## src/rtl/mem_arbiter.sv

```systemverilog
// Arbiter sharing one single-ported memory between the IF-stage fetch port and the
// MEM-stage load/store port: data first, bounded fetch starvation, response timeout.
module mem_arbiter #(
  parameter int AW         = 32,
  parameter int DW         = 32,
  parameter int STARVE_MAX = 4,
  parameter int TIMEOUT    = 8
) (
  input  logic          clk,
  input  logic          rst,
  // fetch port
  input  logic          i_req,
  input  logic [AW-1:0] i_addr,
  output logic [DW-1:0] i_rdata,
  output logic          i_ack,
  // load/store port
  input  logic          d_req,
  input  logic          d_we,
  input  logic [AW-1:0] d_addr,
  input  logic [DW-1:0] d_wdata,
  output logic [DW-1:0] d_rdata,
  output logic          d_ack,
  // pipeline stalls
  output logic          stall_if,
  output logic          stall_mem,
  // memory side
  output logic          m_en,
  output logic          m_we,
  output logic [AW-1:0] m_addr,
  output logic [DW-1:0] m_wdata,
  input  logic [DW-1:0] m_rdata,
  input  logic          m_ack,
  output logic          err
);

  localparam int SW = $clog2(STARVE_MAX + 1);
  localparam int TW = $clog2(TIMEOUT + 1);
  localparam logic [SW-1:0] STARVE_LIM = SW'(STARVE_MAX);
  localparam logic [TW-1:0] TIMER_LIM  = TW'(TIMEOUT);

  typedef enum logic [1:0] {
    ST_IDLE,
    ST_BUSY,
    ST_DONE
  } state_e;

  typedef enum logic {
    OWN_I,
    OWN_D
  } owner_e;

  state_e          state_q,   state_d;
  owner_e          owner_q,   owner_d;
  logic [SW-1:0]   starve_q,  starve_d;
  logic [TW-1:0]   timer_q,   timer_d;
  logic            m_en_q,    m_en_d;
  logic            m_we_q,    m_we_d;
  logic [AW-1:0]   m_addr_q,  m_addr_d;
  logic [DW-1:0]   m_wdata_q, m_wdata_d;
  logic            i_ack_q,   i_ack_d;
  logic            d_ack_q,   d_ack_d;
  logic [DW-1:0]   i_rdata_q, i_rdata_d;
  logic [DW-1:0]   d_rdata_q, d_rdata_d;
  logic            err_q,     err_d;

  logic            starved;
  logic            grant_d;
  logic            grant_i;
  logic            rsp_done;
  logic [DW-1:0]   rsp_data;

  // Data wins a tie unless the fetch side has already lost STARVE_MAX ties in a row.
  assign starved  = (starve_q == STARVE_LIM);
  assign grant_d  = d_req & ~(i_req & starved);
  assign grant_i  = i_req & ~grant_d;

  // A timed-out access completes like a normal one but returns zero data.
  assign rsp_done = m_ack | (timer_q == TIMER_LIM);
  assign rsp_data = m_ack ? m_rdata : '0;

  always_comb begin
    // NOTE: every signal written below gets a default first, so no path can infer a latch.
    state_d   = state_q;
    owner_d   = owner_q;
    starve_d  = starve_q;
    timer_d   = timer_q;
    m_en_d    = 1'b0;
    m_we_d    = m_we_q;
    m_addr_d  = m_addr_q;
    m_wdata_d = m_wdata_q;
    i_ack_d   = 1'b0;
    d_ack_d   = 1'b0;
    i_rdata_d = i_rdata_q;
    d_rdata_d = d_rdata_q;
    err_d     = err_q;

    unique case (state_q)
      ST_IDLE: begin
        if (grant_d) begin
          state_d   = ST_BUSY;
          owner_d   = OWN_D;
          m_en_d    = 1'b1;
          m_we_d    = d_we;
          m_addr_d  = d_addr;
          m_wdata_d = d_wdata;
          timer_d   = TW'(1);
          if (i_req) begin
            starve_d = starved ? starve_q : starve_q + SW'(1);
          end else begin
            starve_d = '0;
          end
        end else if (grant_i) begin
          state_d   = ST_BUSY;
          owner_d   = OWN_I;
          m_en_d    = 1'b1;
          m_we_d    = 1'b0;
          m_addr_d  = i_addr;
          m_wdata_d = '0;
          timer_d   = TW'(1);
          starve_d  = '0;
        end
      end

      ST_BUSY: begin
        if (rsp_done) begin
          state_d = ST_DONE;
          if (!m_ack) begin
            err_d = 1'b1;
          end
          if (owner_q == OWN_I) begin
            i_ack_d   = 1'b1;
            i_rdata_d = rsp_data;
          end else begin
            d_ack_d = 1'b1;
            if (!m_we_q) begin
              d_rdata_d = rsp_data;
            end
          end
        end else begin
          timer_d = timer_q + TW'(1);
        end
      end

      // The ack pulse is visible here; requests are deliberately not examined.
      ST_DONE: state_d = ST_IDLE;

      default: state_d = ST_IDLE;
    endcase
  end

  always_ff @(posedge clk) begin
    // NOTE: non-blocking assignments so every register samples pre-edge values,
    // independent of statement order.
    if (rst) begin
      state_q   <= ST_IDLE;
      owner_q   <= OWN_I;
      starve_q  <= '0;
      timer_q   <= '0;
      m_en_q    <= 1'b0;
      m_we_q    <= 1'b0;
      m_addr_q  <= '0;
      m_wdata_q <= '0;
      i_ack_q   <= 1'b0;
      d_ack_q   <= 1'b0;
      i_rdata_q <= '0;
      d_rdata_q <= '0;
      err_q     <= 1'b0;
    end else begin
      state_q   <= state_d;
      owner_q   <= owner_d;
      starve_q  <= starve_d;
      timer_q   <= timer_d;
      m_en_q    <= m_en_d;
      m_we_q    <= m_we_d;
      m_addr_q  <= m_addr_d;
      m_wdata_q <= m_wdata_d;
      i_ack_q   <= i_ack_d;
      d_ack_q   <= d_ack_d;
      i_rdata_q <= i_rdata_d;
      d_rdata_q <= d_rdata_d;
      err_q     <= err_d;
    end
  end

  assign i_rdata   = i_rdata_q;
  assign i_ack     = i_ack_q;
  assign d_rdata   = d_rdata_q;
  assign d_ack     = d_ack_q;
  assign m_en      = m_en_q;
  assign m_we      = m_we_q;
  assign m_addr    = m_addr_q;
  assign m_wdata   = m_wdata_q;
  assign err       = err_q;

  assign stall_if  = i_req & ~i_ack_q;
  assign stall_mem = d_req & ~d_ack_q;

endmodule

```

## config.mk

```make
export PLATFORM = sky130hd
export DESIGN_NAME = mem_arbiter
export DESIGN_NICKNAME = d
export VERILOG_FILES = /design/src/rtl/mem_arbiter.sv
export SDC_FILE = /design/constraint.sdc
export NUM_CORES = 1
export LEC_CHECK = 0
export BUFFER_PORTS_ARGS = -buffer_cell sky130_fd_sc_hd__buf_2
export CELL_PAD_IN_SITES_DETAIL_PLACEMENT = 1
export CELL_PAD_IN_SITES_GLOBAL_PLACEMENT = 1
export CORE_MARGIN = 2
export CORE_UTILIZATION = 36
export DETAILED_ROUTE_END_ITERATION = 10
export PLACE_DENSITY = 0.94
export SLEW_MARGIN = 0
export SYNTH_ARGS = -nofsm -noshare
export SYNTH_HDL_FRONTEND = slang
export SYNTH_SLANG_ARGS = --single-unit
```

## constraint.sdc

```tcl
create_clock -name clk -period 2.3 [get_ports clk]
set_input_delay 0.46 -clock clk [delete_from_list [all_inputs] [get_ports clk]]
set_output_delay 0.46 -clock clk [all_outputs]
set_load 0.02 [all_outputs]
```

==> run metrics <==
status=finished clean; pwr/cell area=790 nW/µm²; met3 routed WL=1840 µm; register area share after synthesis=47.6%; Max Cap Viol=0; synth warn=0; number of antenna-violating nets in the routed design=0; post-DP HPWL=15200 µm; largest cells by area after synthesis=dfxtp_1 48%, o21ai_0 11%, nand2_1 8.3%; setup bufs post-CTS=0; commonest non-fill, non-tap cells in the layout=267 x buf_2, 143 x dfxtp_1, 133 x nand2_1, 130 x o21ai_0, 68 x a21oi_1; routed wl met2=10800 µm; Syn Inst Count=740; Max transition margin=28.3%; met1 wire length=8990 µm; cts hold-fix bufs=0; EDFF count, synth=0; Power, Total=6380 µW; largest net degree at the start of global routing=67; Die Y=133 µm; Longest Clk Path Bufs=2; TNS Setup=0 ps; Hold WC Path Type=input pin to register; most used flip-flop cell after synthesis=dfxtp_1; per-cell routed wire length=18.7 µm; WP data required=2540 ps; RSZ-0062 raised after global routing=no; total track usage=25.0%; Vias/cell=5.50; Mapped Avg Cell Area=8.13 µm²; crit-path max FO=32; Setup-failing EPs final=0; P_leak=0.00363 µW; Final #Nets=1101; Slew Viols, Final=0; Starting DRT DRC Count=331; crit path DAT=2320 ps; Worst-Margin Slew=1080 ps; CP startpoint kind=register; Fin. Hold Viols=0; total grt overflow=0; area grow syn2layout=34.2%; die extent in x=133 µm; global-route wire length before repair=35500 µm; syn_nets=878; routed wire length=22400 µm; TritonCTS clock tree=yes; most common cell after layout, fill and taps aside=buf_2; post-synthesis async set-or-reset flop share=0%; H-tree depth=4; fin crit share=90.4%; highest metal used=met5; gpl congestion=0.805; num ports=269; final worst path period need=2080 ps; num rows=47; vias in the first global route=6769; Max Freq=0.481 GHz; root buf cell=clkbuf_16; post-synth cell types=40; CP Capture Type=register; initial antenna violation count=2; Synth area leader=dfxtp_1; Initial Util=36.6%; Reg clk slew, reported paths=70 ps; synthesized area=6020 µm²; core area=16500 µm²; DRC=0; PostCTS Resize Cnt=0; Die ar.=17800 µm²; Skew-Pair Late Insertion Delay=420 ps; total number of vias=6599; Setup CP Type=register to register; Worst Skew=10.5 ps; Port-buffer cells=268; CTS Buf Count=17; share of the synthesized area in the top cell type=47.6%; number of fill cells in the layout=2047; Max IR drop VDD=0.473 mV; first drt pass iteration count=6; #FFs+latches synth=143; clock sinks=143; layout cell share with drive strength beyond 1=33.7%
cells by family after synthesis:
family                   share of synthesized area [%]
AO/OA/AOI/OAI                                     22.6
AND/OR/NAND/NOR                                   22.7
flip-flops                                        47.6
adder cells (fa/ha/maj)                          0.832
multiplexers                                     0.166
buffers and inverters                             6.15
metrics by stage:
stage	hold WS [ps]	std cells	setup slack, ps	cell area [µm²]	util, %
2_1_floorplan	443	740	692	6020	-
3_3_place_gp	440	1164	353	7500	45.5
3_5_place_dp	452	1164	154	7500	45.5
4_1_cts	294	1196	177	8070	49.0
5_1_grt	296	1197	28.9	8070	49.0
6_report	309	1199	221	8080	49.1
power by group:
part	switching [µW]	internal [µW]
Combinational	640	354
Sequential	83.5	2620
Clock	1190	1480
Total	1920	4460
path summary, 6_finish.rpt:
check	startpoint	endpoint	slack, ps	cells past startpoint
min	d_wdata[20]	m_wdata[20]	310	3
max	state_q[0]	d_rdata[4]	220	3
min reg2reg	i_rdata[9]	i_rdata[9]	460	2
max reg2reg	state_q[0]	d_rdata[4]	220	3
metal layers:
metal  vias to the layer above  track usage [%]
met4                         2             11.6
li1                       3094                -
met1                      3190             28.8
met2                       267             42.3
met5                         -                0
met3                        46             8.03
layout make-up:
type	count	area [µm²]	share of cell area, %
Tap cell	220	275	3.41
Inverter	6	22.5	0.279
Antenna cell	3	7.51	0.0930
Multi-Input combinational cell	509	2810	34.7
Clock inverter	13	120	1.49
Timing Repair Buffer	286	1530	18.9
Sequential cell	143	2860	35.4
Clock buffer	19	453	5.61
cells in the mapped netlist (2+ instances only):
cell type    n
and3b_1     33
a31oi_1      2
nor2_1       4
nand4_1     35
nor2b_1      3
a21oi_1     68
clkbuf_1    55
ha_1         4
nor3b_1      2
dfxtp_1    143
o32ai_1      2
and4bb_2     2
and2_1       2
a311oi_1    32
o21ai_0    130
clkbuf_2     4
buf_2       16
nand3_1     37
buf_6        2
o21a_1       4
buf_1        5
inv_1        5
nand2_1    133
registers in the layout (all words and copies together) (netlist names):
register	cells
err	1
m_we	1
i_rdata	32
owner_q	1
m_addr	32
d_rdata	32
d_ack	1
m_wdata	32
starve_q	3
m_en	1
i_ack	1
state_q	2
timer_q	4
worst max-delay path, cell delays in order (launching register included):
cell	delay, ps
dfxtp_1	490
and4bb_2	290
o21a_1	840
o21ai_0	270
Power figures use the tool's default switching activity.
